**src/rtl/ctrl_pkg.sv**
```systemverilog
// Shared state, opcode, ALU and select definitions for the multicycle control unit.
// CTRL_RV32M_EN (used by ctrl_decode) adds the RV32M multiply encodings.
package ctrl_pkg;

    typedef enum logic [2:0] {
        ST_FETCH  = 3'd0,
        ST_DECODE = 3'd1,
        ST_EXEC   = 3'd2,
        ST_MEM    = 3'd3,
        ST_WB     = 3'd4,
        ST_TRAP   = 3'd5
    } state_t;

    localparam logic [6:0] OPC_RTYPE  = 7'b0110011;
    localparam logic [6:0] OPC_IALU   = 7'b0010011;
    localparam logic [6:0] OPC_LOAD   = 7'b0000011;
    localparam logic [6:0] OPC_STORE  = 7'b0100011;
    localparam logic [6:0] OPC_BRANCH = 7'b1100011;
    localparam logic [6:0] OPC_JAL    = 7'b1101111;
    localparam logic [6:0] OPC_JALR   = 7'b1100111;
    localparam logic [6:0] OPC_LUI    = 7'b0110111;
    localparam logic [6:0] OPC_AUIPC  = 7'b0010111;

    localparam logic [3:0] ALU_ADD    = 4'b0000;
    localparam logic [3:0] ALU_SUB    = 4'b0001;
    localparam logic [3:0] ALU_SLL    = 4'b0010;
    localparam logic [3:0] ALU_SLT    = 4'b0011;
    localparam logic [3:0] ALU_SLTU   = 4'b0100;
    localparam logic [3:0] ALU_XOR    = 4'b0101;
    localparam logic [3:0] ALU_SRL    = 4'b0110;
    localparam logic [3:0] ALU_SRA    = 4'b0111;
    localparam logic [3:0] ALU_OR     = 4'b1000;
    localparam logic [3:0] ALU_AND    = 4'b1001;
    localparam logic [3:0] ALU_LUI    = 4'b1010;
    localparam logic [3:0] ALU_MUL    = 4'b1011;
    localparam logic [3:0] ALU_MULH   = 4'b1100;
    localparam logic [3:0] ALU_MULHSU = 4'b1101;
    localparam logic [3:0] ALU_MULHU  = 4'b1110;
    localparam logic [3:0] ALU_INV    = 4'b1111;

    localparam logic [1:0] WB_ALU = 2'b00;
    localparam logic [1:0] WB_MEM = 2'b01;
    localparam logic [1:0] WB_PC  = 2'b10;

    localparam logic [1:0] OPA_RS1  = 2'b00;
    localparam logic [1:0] OPA_PC   = 2'b01;
    localparam logic [1:0] OPA_ZERO = 2'b10;

    // Sequencing class: decides which states follow EXEC.
    typedef enum logic [2:0] {
        CLS_WB     = 3'd0,
        CLS_JUMP   = 3'd1,
        CLS_LOAD   = 3'd2,
        CLS_STORE  = 3'd3,
        CLS_BRANCH = 3'd4
    } iclass_t;

    typedef struct packed {
        logic       legal;
        iclass_t    cls;
        logic [1:0] wb_sel;
        logic [1:0] opa_sel;
        logic       opb_sel;
        logic [3:0] alu_op;
    } dec_t;

    localparam dec_t DEC_RESET = '{
        legal:   1'b0,
        cls:     CLS_WB,
        wb_sel:  WB_ALU,
        opa_sel: OPA_RS1,
        opb_sel: 1'b0,
        alu_op:  ALU_INV
    };

    function automatic logic [3:0] alu_from_f3(input logic [2:0] f3, input logic alt);
        logic [3:0] op;
        case (f3)
            3'b000:  op = alt ? ALU_SUB : ALU_ADD;
            3'b001:  op = ALU_SLL;
            3'b010:  op = ALU_SLT;
            3'b011:  op = ALU_SLTU;
            3'b100:  op = ALU_XOR;
            3'b101:  op = alt ? ALU_SRA : ALU_SRL;
            3'b110:  op = ALU_OR;
            default: op = ALU_AND;
        endcase
        return op;
    endfunction

endpackage

```
**src/rtl/ctrl_decode.sv**
```systemverilog
// Combinational RV32I instruction decoder: legality plus all static datapath controls.
// CTRL_RV32M_EN makes funct7 0000001 / funct3 000..011 R-type encodings legal.
module ctrl_decode
    import ctrl_pkg::*;
(
    input  logic [31:0] i_instr,
    output dec_t        o_dec
);

    logic [6:0] opcode;
    logic [2:0] funct3;
    logic [6:0] funct7;
    logic       unused_fields;

    assign opcode        = i_instr[6:0];
    assign funct3        = i_instr[14:12];
    assign funct7        = i_instr[31:25];
    assign unused_fields = ^{i_instr[24:15], i_instr[11:7]};

    always_comb begin
        o_dec = DEC_RESET;
        case (opcode)
            OPC_RTYPE: begin
                o_dec.cls     = CLS_WB;
                o_dec.opb_sel = 1'b0;
                if (funct7 == 7'b0000000) begin
                    o_dec.legal  = 1'b1;
                    o_dec.alu_op = alu_from_f3(funct3, 1'b0);
                end else if (funct7 == 7'b0100000 &&
                             (funct3 == 3'b000 || funct3 == 3'b101)) begin
                    o_dec.legal  = 1'b1;
                    o_dec.alu_op = alu_from_f3(funct3, 1'b1);
                end
`ifdef CTRL_RV32M_EN
                else if (funct7 == 7'b0000001 && !funct3[2]) begin
                    o_dec.legal  = 1'b1;
                    o_dec.alu_op = ALU_MUL + {2'b00, funct3[1:0]};
                end
`endif
            end
            OPC_IALU: begin
                o_dec.cls     = CLS_WB;
                o_dec.opb_sel = 1'b1;
                // Shift-immediates reuse funct7 as a qualifier; other funct3 carry immediate bits there.
                if (funct3 == 3'b001) begin
                    o_dec.legal = (funct7 == 7'b0000000);
                end else if (funct3 == 3'b101) begin
                    o_dec.legal = (funct7 == 7'b0000000) || (funct7 == 7'b0100000);
                end else begin
                    o_dec.legal = 1'b1;
                end
                if (o_dec.legal) begin
                    o_dec.alu_op = alu_from_f3(funct3, (funct3 == 3'b101) && funct7[5]);
                end
            end
            OPC_LOAD: begin
                o_dec.legal   = 1'b1;
                o_dec.cls     = CLS_LOAD;
                o_dec.wb_sel  = WB_MEM;
                o_dec.opb_sel = 1'b1;
                o_dec.alu_op  = ALU_ADD;
            end
            OPC_STORE: begin
                o_dec.legal   = 1'b1;
                o_dec.cls     = CLS_STORE;
                o_dec.opb_sel = 1'b1;
                o_dec.alu_op  = ALU_ADD;
            end
            OPC_BRANCH: begin
                o_dec.legal   = 1'b1;
                o_dec.cls     = CLS_BRANCH;
                o_dec.opb_sel = 1'b0;
                o_dec.alu_op  = ALU_SUB;
            end
            OPC_JAL: begin
                o_dec.legal   = 1'b1;
                o_dec.cls     = CLS_JUMP;
                o_dec.wb_sel  = WB_PC;
                o_dec.opa_sel = OPA_PC;
                o_dec.opb_sel = 1'b1;
                o_dec.alu_op  = ALU_ADD;
            end
            OPC_JALR: begin
                o_dec.legal   = 1'b1;
                o_dec.cls     = CLS_JUMP;
                o_dec.wb_sel  = WB_PC;
                o_dec.opa_sel = OPA_RS1;
                o_dec.opb_sel = 1'b1;
                o_dec.alu_op  = ALU_ADD;
            end
            OPC_LUI: begin
                o_dec.legal   = 1'b1;
                o_dec.cls     = CLS_WB;
                o_dec.opa_sel = OPA_ZERO;
                o_dec.opb_sel = 1'b1;
                o_dec.alu_op  = ALU_LUI;
            end
            OPC_AUIPC: begin
                o_dec.legal   = 1'b1;
                o_dec.cls     = CLS_WB;
                o_dec.opa_sel = OPA_PC;
                o_dec.opb_sel = 1'b1;
                o_dec.alu_op  = ALU_ADD;
            end
            default: o_dec = DEC_RESET;
        endcase
    end

endmodule

```
**src/rtl/multicycle_ctrl.sv**
```systemverilog
// Multicycle RV32I control FSM: FETCH/DECODE/EXEC/MEM/WB with sticky illegal/timeout trap.
// Decode legality follows ctrl_decode, which honours CTRL_RV32M_EN.
module multicycle_ctrl
    import ctrl_pkg::*;
#(
    parameter int unsigned TIMEOUT_CYC = 16,
    parameter int unsigned ALU_OP_W    = 4
) (
    input  logic                i_clk,
    input  logic                i_reset,
    input  logic [31:0]         i_instr,
    input  logic                i_imem_ack,
    input  logic                i_dmem_ack,
    input  logic                i_br_taken,
    output logic                o_imem_req,
    output logic                o_ir_wren,
    output logic                o_pc_wren,
    output logic                o_pc_sel,
    output logic                o_alur_wren,
    output logic                o_dmem_req,
    output logic                o_mem_wren,
    output logic                o_rd_wren,
    output logic [1:0]          o_wb_sel,
    output logic [1:0]          o_opa_sel,
    output logic                o_opb_sel,
    output logic [ALU_OP_W-1:0] o_alu_op,
    output logic [2:0]          o_state,
    output logic                o_illegal,
    output logic                o_timeout
);

    localparam logic [7:0] WAIT_LAST = 8'(TIMEOUT_CYC - 1);

    state_t     state_q, state_d;
    dec_t       dec_q, dec_w;
    logic [7:0] wait_q, wait_d;
    logic       illegal_q, illegal_d;
    logic       timeout_q, timeout_d;
    logic [3:0] alu_op;

    ctrl_decode u_decode (
        .i_instr (i_instr),
        .o_dec   (dec_w)
    );

    always_ff @(posedge i_clk or posedge i_reset) begin
        if (i_reset) begin
            state_q   <= ST_FETCH;
            dec_q     <= DEC_RESET;
            wait_q    <= '0;
            illegal_q <= 1'b0;
            timeout_q <= 1'b0;
        end else begin
            state_q   <= state_d;
            wait_q    <= wait_d;
            illegal_q <= illegal_d;
            timeout_q <= timeout_d;
            if (state_q == ST_DECODE) begin
                dec_q <= dec_w;
            end
        end
    end

    // The counter only survives while waiting in FETCH/MEM, so every entry sees it at zero.
    always_comb begin
        state_d   = state_q;
        wait_d    = '0;
        illegal_d = illegal_q;
        timeout_d = timeout_q;
        case (state_q)
            ST_FETCH: begin
                if (i_imem_ack) begin
                    state_d = ST_DECODE;
                end else if (wait_q == WAIT_LAST) begin
                    state_d   = ST_TRAP;
                    timeout_d = 1'b1;
                end else begin
                    wait_d = wait_q + 8'd1;
                end
            end
            ST_DECODE: begin
                if (!dec_w.legal) begin
                    state_d   = ST_TRAP;
                    illegal_d = 1'b1;
                end else begin
                    state_d = ST_EXEC;
                end
            end
            ST_EXEC: begin
                case (dec_q.cls)
                    CLS_BRANCH:          state_d = ST_FETCH;
                    CLS_LOAD, CLS_STORE: state_d = ST_MEM;
                    default:             state_d = ST_WB;
                endcase
            end
            ST_MEM: begin
                if (i_dmem_ack) begin
                    state_d = (dec_q.cls == CLS_STORE) ? ST_FETCH : ST_WB;
                end else if (wait_q == WAIT_LAST) begin
                    state_d   = ST_TRAP;
                    timeout_d = 1'b1;
                end else begin
                    wait_d = wait_q + 8'd1;
                end
            end
            ST_WB:   state_d = ST_FETCH;
            ST_TRAP: state_d = ST_TRAP;
            default: state_d = ST_FETCH;
        endcase
    end

    // Reset gates outputs combinationally so nothing leaks while i_reset is high.
    always_comb begin
        o_imem_req  = 1'b0;
        o_ir_wren   = 1'b0;
        o_pc_wren   = 1'b0;
        o_pc_sel    = 1'b0;
        o_alur_wren = 1'b0;
        o_dmem_req  = 1'b0;
        o_mem_wren  = 1'b0;
        o_rd_wren   = 1'b0;
        o_wb_sel    = WB_ALU;
        o_opa_sel   = OPA_RS1;
        o_opb_sel   = 1'b0;
        alu_op      = ALU_INV;
        o_state     = 3'b000;
        o_illegal   = 1'b0;
        o_timeout   = 1'b0;
        if (!i_reset) begin
            o_state   = state_q;
            o_illegal = illegal_q;
            o_timeout = timeout_q;
            o_wb_sel  = dec_q.wb_sel;
            o_opa_sel = dec_q.opa_sel;
            o_opb_sel = dec_q.opb_sel;
            alu_op    = dec_q.alu_op;
            case (state_q)
                ST_FETCH: begin
                    o_imem_req = 1'b1;
                    o_ir_wren  = i_imem_ack;
                end
                ST_EXEC: begin
                    o_alur_wren = 1'b1;
                    if (dec_q.cls == CLS_BRANCH) begin
                        o_pc_wren = 1'b1;
                        o_pc_sel  = i_br_taken;
                    end
                end
                ST_MEM: begin
                    o_dmem_req = 1'b1;
                    o_mem_wren = (dec_q.cls == CLS_STORE);
                    o_pc_wren  = i_dmem_ack && (dec_q.cls == CLS_STORE);
                end
                ST_WB: begin
                    o_rd_wren = 1'b1;
                    o_pc_wren = 1'b1;
                    o_pc_sel  = (dec_q.cls == CLS_JUMP);
                end
                default: ;
            endcase
        end
    end

    assign o_alu_op = ALU_OP_W'(alu_op);

endmodule

```
**config.mk**
```make
export PLATFORM = sky130hd
export DESIGN_NAME = multicycle_ctrl
export DESIGN_NICKNAME = d
export VERILOG_FILES = /design/src/rtl/ctrl_pkg.sv /design/src/rtl/ctrl_decode.sv /design/src/rtl/multicycle_ctrl.sv
export SDC_FILE = /design/constraint.sdc
export NUM_CORES = 1
export LEC_CHECK = 0
export CAP_MARGIN = 40
export CORE_MARGIN = 2
export CORE_UTILIZATION = 33
export CTS_BUF_LIST = sky130_fd_sc_hd__clkbuf_8
export CTS_CLUSTER_DIAMETER = 120
export DETAILED_ROUTE_END_ITERATION = 6
export DONT_BUFFER_PORTS = 1
export GPL_TIMING_DRIVEN = 0
export SLEW_MARGIN = 20
export SYNTH_ARGS = -nofsm -noshare
export SYNTH_HDL_FRONTEND = slang
export SYNTH_SLANG_ARGS = --single-unit
export TNS_END_PERCENT = 1
```
**constraint.sdc**
```tcl
create_clock -name i_clk -period 2.2 [get_ports i_clk]
set_input_delay 0.22 -clock i_clk [delete_from_list [all_inputs] [get_ports i_clk]]
set_output_delay 0.22 -clock i_clk [all_outputs]
set_load 0.01 [all_outputs]
```
==> flow_summary.yaml, run 1 <==
route:
  drc: 0
  drtAntennaViolNets: 0
  drt_first_iter_violations: 59
  first_pass_iters: 4
  viasPerCell: 5.43
  vias: 1557
  wl_mm: 4.16
  wl_per_cell_um: 14.5
cells_and_area:
  syn_to_final_growth_pct: 10.1
  n_antenna_cell: 0
  drive_above_1_share_pct: 11.5
  final_cells: 287
  fin_util_pct: 37.6
  layout.nets: 256
floorplanning:
  start_util_pct: 34.1
  die_w_um: 76.5
  die_area_mm2: 0.00585
  fp-row-count: 26
  ios: 59
  core_mm2: 0.00507
  die_h_um: 76.5
grt:
  grt_pass1_vias: 1446
  overflow: 0
  grt_start_max_net_pins: 19
  grt_pass1_wl_mm: 6.93
  antenna_found_initial: 0
  grt_usage_pct: 14.4
cts:
  hold_buffers: 0
  cts_tree: "done"
  cts_resized: 0
  clk_pin_slew_ns: 0.08
  cts_buffers: 3
  cts_setup_buffers: 0
  cts_max_level: 1
  clk_path_buf_depth: 2
  clockRootBuffer: "clkbuf_8"
  cts.sinks: 25
  clk_latency_ns: 0.26
flow_run:
  max_cap_violations: 0
yosys:
  yosysWarnings: 0
  netlist_top_cells_count: "22 x nand2_1, 21 x dfrtp_1, 21 x nor2_1"
  synth_top_cell_area_share_pct: 30.3
  syn_avg_cell_area_um2: 8.17
  yosysTopAreaCell: "dfrtp_1"
  async_reset_ff_share_pct: 100
  synth_edf_count: 0
  yosysMostFrequentCell: "nand2_1"
  ys_seq_area_share_pct: 36.4
  yosys-top-cells-area: "dfrtp_1 30%, dfstp_2 6.1%, nand2_1 4.8%"
  ys.flop_type: "dfrtp_1"
  syn_nets: 250
  syn_inst: 212
  ys_ff_latch: 25
  synth_area_mm2: 0.00173
  synthDistinctLibCells: 54
timing:
  finalCritPeriodShare_pct: 94.6
  setup_violations: 0
  relSlewSlack_pct: 41.5
  final.setup.tns_ns: 0
  worst_pin_slew_ns: 0.856
  fmax_mhz: 480
  drv_slew: 0
  skew_ns: 0.00251
  hold_violations: 0
  grt_setup_unrepaired: "yes"
  post-route-min-period_ns: 2.08
pwr:
  max-vdd-ir-drop_v: 0.000232
  p_leak_nw: 0.759
  fin_total_pwr_uw: 839
  power.density_mw_per_mm2: 440
place:
  gp_congestion: 0.799
  dp_hpwl_mm: 3.27
  portBuffers: 0
  dp.cells: 283
run_status:
  status: "finished clean"
worst_setup_path:
  cp_slowest_cell: "nor4_1"
  cp-start-kind: "register"
  cp.arrival_ns: 1.86
  worstPathRequired_ns: 1.98
  critPathMaxFanout: 10
  worst-setup-path-type: "reg -> out"
  worst-path-buf-inv: 2
  path_delay_family: "simple AND/OR/NAND/NOR gates"
  crit_chain: "buf_2 -> clkbuf_1 -> nor4_1 -> and2_1"
  end_kind: "output pin"
  cp-startpoint: "state_q[0]$_DFF_PP0_"
  reg2reg_from: "wait_q[5]$_DFF_PP0_"
  critPathMaxStageDelay_ns: 0.58
worst_hold_path:
  hp-class: "in -> async"
-- worst register-to-register path: stages (launching register included) --
cell       delay [ns]
dfrtp_1          0.43
or4_4            0.57
a2111oi_0        0.74
a211oi_1         0.12
o31ai_1          0.11
-- stage by stage --
stage               area (um2)  hold slack, ns  setup slack [ns]
floorplan                 1730           0.387             0.454
global placement          1820           0.423             0.156
detailed placement        1850           0.406             0.158
CTS                       1890           0.124            0.0794
global route              1910           0.143           -0.0205
finish                    1910           0.131             0.118
-- cells by family after synthesis --
family          after synthesis  share of synthesized area (%)
simple gates                109                           34.7
compound gates               48                           20.0
buf+inv                      23                           5.20
flops                        25                           36.4
xor+xnor                      6                           3.03
fa+ha+maj                     1                          0.722
-- final timing paths --
check,depth (start not counted),end,slack [ns]
worst max register to register,4,state_q[2]$_DFF_PP0_,0.14
min in group i_clk,3,dec_q[2]$_DFFE_PP1N_,0.14
worst max-delay path,4,o_ir_wren,0.12
worst min register to register,1,wait_q[0]$_DFF_PP0_,0.47
max in group asynchronous,3,dec_q[2]$_DFFE_PP1N_,1.54
worst min-delay path,2,dec_q[8]$_DFFE_PP0N_,0.13
-- report_power, final --
part | switching (mW) | total [mW] | internal [mW]
combinational | 0.0683 | 0.105 | 0.0367
sequential | 0.00438 | 0.473 | 0.469
clock | 0.136 | 0.261 | 0.125
total | 0.209 | 0.839 | 0.630
-- final cells by class --
cell class                      count  area (um2)
Sequential cell                    25         631
Clock inverter                      1        3.75
Inverter                            9        33.8
Timing Repair Buffer                1        27.5
Multi-Input combinational cell    164        1030
Buffer                             14        56.3
Fill cell                         546        3170
Tap cell                           70        87.6
Clock buffer                        3        41.3
-- placed cells by master, fill, tap and decap left out, types with 3 or more instances in the layout --
master	netlist	routed
a211oi_1	5	5
a21oi_1	5	5
a31oi_1	4	4
buf_2	3	3
clkbuf_1	11	11
clkbuf_8	0	3
dfrtp_1	21	21
dfstp_2	4	4
inv_1	9	10
nand2_1	22	22
nand2b_1	10	10
nand3b_1	4	4
nor2_1	21	21
nor2b_1	9	9
nor3_1	10	8
nor4_1	4	4
o21ai_0	6	6
o31ai_1	7	7
o41ai_1	3	3
or2_2	5	5
or3_1	5	5
xnor2_1	3	3
xor2_1	3	3
-- flip-flops by register name, summed over array words and instances (netlist names) --
signal	count
state_q	3
illegal_q	1
wait_q	8
timeout_q	1
dec_q	12
-- routing by layer --
metal,up-vias,track usage (%),part of all wire [%]
met4,0,4.91,0.84
met2,43,21.9,45
met3,2,2.49,6.1
met5,-,0,0
li1,782,-,-
met1,730,20.5,48
Note: power is estimated with default switching activity, not from simulation.
==> run 2, diff against run 1 <==
--- a/config.mk
+++ b/config.mk
@@ -7,7 +7,7 @@
 export LEC_CHECK = 0
 export CAP_MARGIN = 40
 export CORE_MARGIN = 2
-export CORE_UTILIZATION = 33
+export CORE_UTILIZATION = 47
 export CTS_BUF_LIST = sky130_fd_sc_hd__clkbuf_8
 export CTS_CLUSTER_DIAMETER = 120
 export DETAILED_ROUTE_END_ITERATION = 6
==> constraint.sdc (replaced) <==
create_clock -name i_clk -period 2.4 [get_ports i_clk]
set_input_delay 0.24 -clock i_clk [delete_from_list [all_inputs] [get_ports i_clk]]
set_output_delay 0.24 -clock i_clk [all_outputs]
set_load 0.05 [all_outputs]
==> run 2 against run 1 <==
  * Cell area up 4.5%
  * Clock power fell by 7.7%
  * Worst setup slack got worse by 0.040 ns
  * Critical path type unchanged
  * Clock-buffer cell count is the same
==> flow_summary.yaml, run 2 (synthesized netlist as in run 1, its figures left out) <==
worst_setup_path:
  worst-path-buf-inv: 1
  worst-setup-path-type: "reg -> out"
  cp-start-kind: "register"
  path_delay_family: "simple AND/OR/NAND/NOR gates"
  critPathMaxStageDelay_ns: 0.55
  crit_chain: "buf_2 -> nor3_4 -> nand4b_1 -> a21oi_4"
  worstPathRequired_ns: 2.16
  critPathMaxFanout: 18
  cp.arrival_ns: 2.08
  cp_slowest_cell: "nor3_4"
  end_kind: "output pin"
grt:
  grt_pass1_wl_mm: 6.59
  overflow: 0
  grt_start_max_net_pins: 19
  grt_usage_pct: 19.9
  grt_pass1_vias: 1474
  antenna_found_initial: 0
route:
  drc: 0
  wl_mm: 4.09
  first_pass_iters: 4
  viasPerCell: 5.89
  drt_first_iter_violations: 118
  wl_per_cell_um: 14.9
  vias: 1614
  drtAntennaViolNets: 0
cells_and_area:
  most-common-layout-cells: "22 x nand2_1, 21 x nor2_1, 21 x dfrtp_1"
  fin_util_pct: 55.3
  top_register: "dec_q"
  layout_commonest_cell: "nand2_1"
  n_antenna_cell: 0
  reg.largest.list: "dec_q (12), wait_q (8), state_q (3)"
  drive_above_1_share_pct: 19.0
  fill_cells: 342
  layout.nets: 265
  syn_to_final_growth_pct: 15.1
  largest_reg_flops: 12
  multi_input_area_mm2: 0.00108
  seq_area_um2: 631
run_status:
  status: "finished clean"
floorplanning:
  die_w_um: 64.7
  core_mm2: 0.00361
  die_h_um: 64.7
  die_area_mm2: 0.00419
  ios: 59
  start_util_pct: 48.1
  fp-row-count: 22
pwr:
  combPwrFrac_pct: 16.9
  power.density_mw_per_mm2: 408
  p_leak_nw: 0.819
  swShare_pct: 28.0
  seq_power_share_pct: 53.4
  intPower_uw: 586
  max-vdd-ir-drop_v: 0.000171
  p_sw_uw: 227
  clkPwrFrac_pct: 29.7
timing:
  fmax_mhz: 431
  worst_pin_slew_ns: 0.889
  setup_violations: 0
  hold_violations: 0
  finalCritPeriodShare_pct: 96.8
  grt_setup_unrepaired: "no"
  final.setup.worst_slack_ns: 0.0777
  post-route-min-period_ns: 2.32
  drv_slew: 0
  skew_ns: 0.00589
  relSlewSlack_pct: 40.5
cts:
  cts_buffers: 3
  cts_max_level: 1
  cts.sinks: 25
  clockRootBuffer: "clkbuf_8"
  cts_tree: "done"
  clk_path_buf_depth: 2
  clk_latency_ns: 0.26
  hold_buffers: 0
  clk_pin_slew_ns: 0.09
place:
  pre_cts_slack_ns: -0.165
  gp_congestion: 0.855
  dp_hpwl_mm: 3.26
  portBuffers: 0
flow_run:
  max_cap_violations: 0
worst_hold_path:
  hp-class: "in -> reg"
[run 2: cell types whose count changed in the layout (fill, tap and decap cells not counted), moves of 2 or more]
cell / previous run / this run
clkbuf_1: 11 / 8
nand2b_1: 10 / 8
buf_4: 0 / 9
nor3_4: 0 / 2
[run 2: per-layer routing]
metal  up-vias  wire length [um]  GRT usage (%)
li1        802                 -              -
met1       750              1750           25.0
met2        58              2090           35.4
met3         4               213           2.95
met4         0                40           5.05
met5         -                 0              0
[run 2: tightest hold or removal path, stage by stage]
cell and delay (ns):
a311oi_1 0.05, nand2_1 0.06, a31oi_1 0.08
[run 2: what timing repair did]
action	CTS	global route
setup endpoints to repair	2	1
setup buffers	1	0
pin swaps	6	4
gates resized for setup	9	1
[run 2: final timing paths]
path | startpoint | slack [ns] | depth (start not counted) | end
worst min register to register | timeout_q$_DFFE_PP0P_ | 0.47 | 1 | timeout_q$_DFFE_PP0P_
worst max register to register | state_q[0]$_DFF_PP0_ | 0.44 | 5 | dec_q[7]$_DFFE_PP0N_
max in group asynchronous | i_reset | 1.55 | 3 | dec_q[0]$_DFFE_PP1N_
worst max-delay path | state_q[0]$_DFF_PP0_ | 0.08 | 4 | o_pc_sel
min in group asynchronous | i_reset | 0.28 | 2 | timeout_q$_DFFE_PP0P_
worst min-delay path | i_instr[13] | 0.17 | 3 | dec_q[2]$_DFFE_PP1N_
[run 2: area by class of cell]
cell class / instances / share of cell area [%]
inverters: 9 / 1.69
well taps: 48 / 3.01
plain buffers: 13 / 2.89
clock inverters: 1 / 0.251
clock buffers: 3 / 2.07
multi-input cells: 164 / 54.1
flip-flops and latches: 25 / 31.6
repair buffers: 11 / 4.39
[run 2: through the flow]
| stage | setup TNS (ns) | cell area [um2] | hold WS (ns) | power (mW) | instances |
|---|---|---|---|---|---|
| after global placement | -0.693 | 1810 | 0.444 | 0.563 | 260 |
| after CTS | 0 | 1990 | 0.155 | 0.822 | 273 |
| after floorplan | -0.176 | 1750 | 0.407 | 0.546 | 212 |
| final | 0 | 1990 | 0.168 | 0.813 | 274 |
| after global routing | 0 | 1990 | 0.169 | 0.850 | 274 |
| after detailed placement | -0.165 | 1900 | 0.444 | 0.579 | 269 |
[run 2: power by group through the flow]
| stage | logic, mW | registers, mW | clock network [mW] |
|---|---|---|---|
| 6_report | 0.137 | 0.435 | 0.241 |
| 3_5_place_dp | 0.137 | 0.443 | 0 |
| 4_1_cts | 0.138 | 0.435 | 0.250 |
| 3_3_place_gp | 0.121 | 0.442 | 0 |
| 2_1_floorplan | 0.105 | 0.441 | 0 |
| 5_1_grt | 0.148 | 0.436 | 0.266 |
==> run 3, diff against run 2 <==
--- a/config.mk
+++ b/config.mk
@@ -6,13 +6,14 @@
 export NUM_CORES = 1
 export LEC_CHECK = 0
 export CAP_MARGIN = 40
-export CORE_MARGIN = 2
-export CORE_UTILIZATION = 47
+export CORE_MARGIN = 5
+export CORE_UTILIZATION = 55
 export CTS_BUF_LIST = sky130_fd_sc_hd__clkbuf_8
 export CTS_CLUSTER_DIAMETER = 120
 export DETAILED_ROUTE_END_ITERATION = 6
 export DONT_BUFFER_PORTS = 1
 export GPL_TIMING_DRIVEN = 0
+export PLACE_DENSITY = 0.73
 export SLEW_MARGIN = 20
 export SYNTH_ARGS = -nofsm -noshare
 export SYNTH_HDL_FRONTEND = slang
==> constraint.sdc (replaced) <==
create_clock -name i_clk -period 2.1 [get_ports i_clk]
set_input_delay 0.21 -clock i_clk [delete_from_list [all_inputs] [get_ports i_clk]]
set_output_delay 0.21 -clock i_clk [all_outputs]
set_load 0.05 [all_outputs]
==> run 3 against run 2 <==
  * First-iteration DRC count rose by 26%
  * Die area up 4.4%
  * Total power is 17% higher
  * Clock power grew 21%
  * Sequential power is 14% higher
  * The flow now finishes with violations (negative setup slack)
  * Via count grew 4.8%
  * Non-clock buffer count rose by 14
  * Cell area is 7.5% higher
==> flow_summary.yaml, run 3 (synthesized netlist as in run 1, its figures left out) <==
floorplanning:
  ios: 59
  die_area_mm2: 0.00437
  core_mm2: 0.00303
  die_h_um: 66.1
  start_util_pct: 57.2
  die_w_um: 66.1
  fp-row-count: 20
timing:
  post-route-min-period_ns: 2.19
  hold_violations: 0
  fmax_mhz: 456
  drv_slew: 0
  grt_setup_unrepaired: "yes"
  setup_violations: 2
  worst_pin_slew_ns: 0.759
  final.setup.worst_slack_ns: -0.0941
  finalCritPeriodShare_pct: 104
  relSlewSlack_pct: 49.0
  skew_ns: 0.00452
grt:
  grt_start_max_net_pins: 18
  grt_usage_pct: 21.3
  overflow: 0
  grt_pass1_wl_mm: 7.25
  grt_pass1_vias: 1573
  antenna_found_initial: 0
run_status:
  status: "complete, but fails checks"
  violations: "negative setup slack"
route:
  wl_mm: 4.60
  viasPerCell: 5.95
  wl_per_cell_um: 16.2
  drt_first_iter_violations: 149
  first_pass_iters: 4
  drc: 0
  vias: 1691
  drtAntennaViolNets: 0
worst_setup_path:
  end_kind: "output pin"
  cp.arrival_ns: 1.98
  worstPathRequired_ns: 1.89
  critPathMaxFanout: 4
  reg2reg_from: "state_q[0]$_DFF_PP0_"
  worst-setup-path-type: "reg -> out"
  r2r_cells: 5
  worst_r2r_endpoint: "state_q[2]$_DFF_PP0_"
  worst-path-buf-inv: 1
  cp-start-kind: "register"
  critPathMaxStageDelay_ns: 0.50
  ff2ff_setup_slack_ns: 0.15
  crit_chain: "buf_8 -> nor3_4 -> nand4b_1 -> a21oi_4"
  path_delay_family: "simple AND/OR/NAND/NOR gates"
  cp_slowest_cell: "nor3_4"
cts:
  hold_buffers: 0
  cts.sinks: 25
  cts_buffers: 3
  clockRootBuffer: "clkbuf_8"
  clk_pin_slew_ns: 0.09
  cts_tree: "done"
  clk_path_buf_depth: 2
  cts_max_level: 1
  clk_latency_ns: 0.27
pwr:
  clkPwrFrac_pct: 30.7
  fin_total_pwr_uw: 951
  p_leak_nw: 0.908
  combPwrFrac_pct: 17.1
  power.density_mw_per_mm2: 444
  swShare_pct: 29.0
  seq_power_share_pct: 52.2
  p_sw_uw: 276
  max-vdd-ir-drop_v: 0.000235
  intPower_uw: 676
worst_hold_path:
  worstHoldStart: "i_instr[13]"
  hold-path-endpoint: "dec_q[2]$_DFFE_PP1N_"
  whs_path_depth: 3
  hp-class: "in -> reg"
place:
  place_area_mm2: 0.00194
  dp.cells: 270
  gp_congestion: 0.879
  pre_cts_slack_ns: -0.400
  dp_hpwl_mm: 3.26
  portBuffers: 0
cells_and_area:
  syn_to_final_growth_pct: 23.8
  multi_input_area_mm2: 0.00109
  layout.nets: 279
  drive_above_1_share_pct: 24.2
  reg.largest.list: "dec_q (12), wait_q (8), state_q (3)"
  largest_reg_flops: 12
  final_cells: 284
  fill_cells: 232
  fin_util_pct: 70.8
  most-common-layout-cells: "22 x nand2_1, 21 x nor2_1, 20 x buf_4, 19 x dfrtp_1"
  postLayoutCellArea_mm2: 0.00214
  top_register: "dec_q"
  n_antenna_cell: 0
  layout_commonest_cell: "nand2_1"
  seq_area_um2: 633
flow_run:
  max_cap_violations: 0
[run 3: worst max-delay path by stage]
stage                                     from   endpoint  slack [ns]  cells after the start
after detailed placement  state_q[0]$_DFF_PP0_   o_pc_sel       -0.40                      5
after floorplan           state_q[0]$_DFF_PP0_  o_ir_wren       -0.34                      4
after global routing      state_q[0]$_DFF_PP0_   o_pc_sel       -0.13                      4
after global placement    state_q[0]$_DFF_PP0_  o_ir_wren       -0.45                      4
after CTS                 state_q[1]$_DFF_PP0_   o_pc_sel       -0.11                      7
final                     state_q[0]$_DFF_PP0_   o_pc_sel       -0.09                      4
[run 3: power by group through the flow]
stage               combinational (mW)  clock [mW]  sequential, mW
floorplan                        0.121           0           0.504
global placement                 0.138           0           0.505
detailed placement               0.161           0           0.506
CTS                              0.162       0.298           0.496
global route                     0.176       0.320           0.498
finish                           0.163       0.292           0.496
[run 3: worst register-to-register path: cells and delay by family, from the launching register on]
kind | cells | cell delay (ns)
AOI/OAI and AO/OA | 3 | 0.88
DFF | 1 | 0.43
and+or+nand+nor | 1 | 0.39
buffers and inverters | 1 | 0.17
[run 3: cell type report]
| type | count | area share, % |
|---|---|---|
| plain buffers | 13 | 3.44 |
| clock buffers | 3 | 1.93 |
| clock inverters | 1 | 0.350 |
| inverters | 9 | 1.58 |
| multi-input cells | 164 | 50.9 |
| flip-flops and latches | 25 | 29.5 |
| well taps | 44 | 2.57 |
| repair buffers | 25 | 9.74 |
[run 3: metal layers]
metal	track usage (%)	part of all wire (%)	up-vias
met5	0	0	-
met4	7.61	0.91	0
met3	2.72	6.3	4
met2	37.1	50	60
met1	26.9	43	802
li1	-	-	825
[run 3: stage by stage]
step	setup TNS, ns	hold WS (ns)
5_1_grt	-0.251	0.131
4_1_cts	-0.178	0.118
3_5_place_dp	-0.505	0.418
3_3_place_gp	-1.30	0.408
6_report	-0.152	0.125
2_1_floorplan	-0.594	0.377
[run 3: what timing repair did]
item / 4_1_cts / 5_1_grt
buffers inserted: 6 / 4
resized for setup: 19 / 4
endpoints found under the setup margin: 3 / 4
pin swaps: 5 / 4
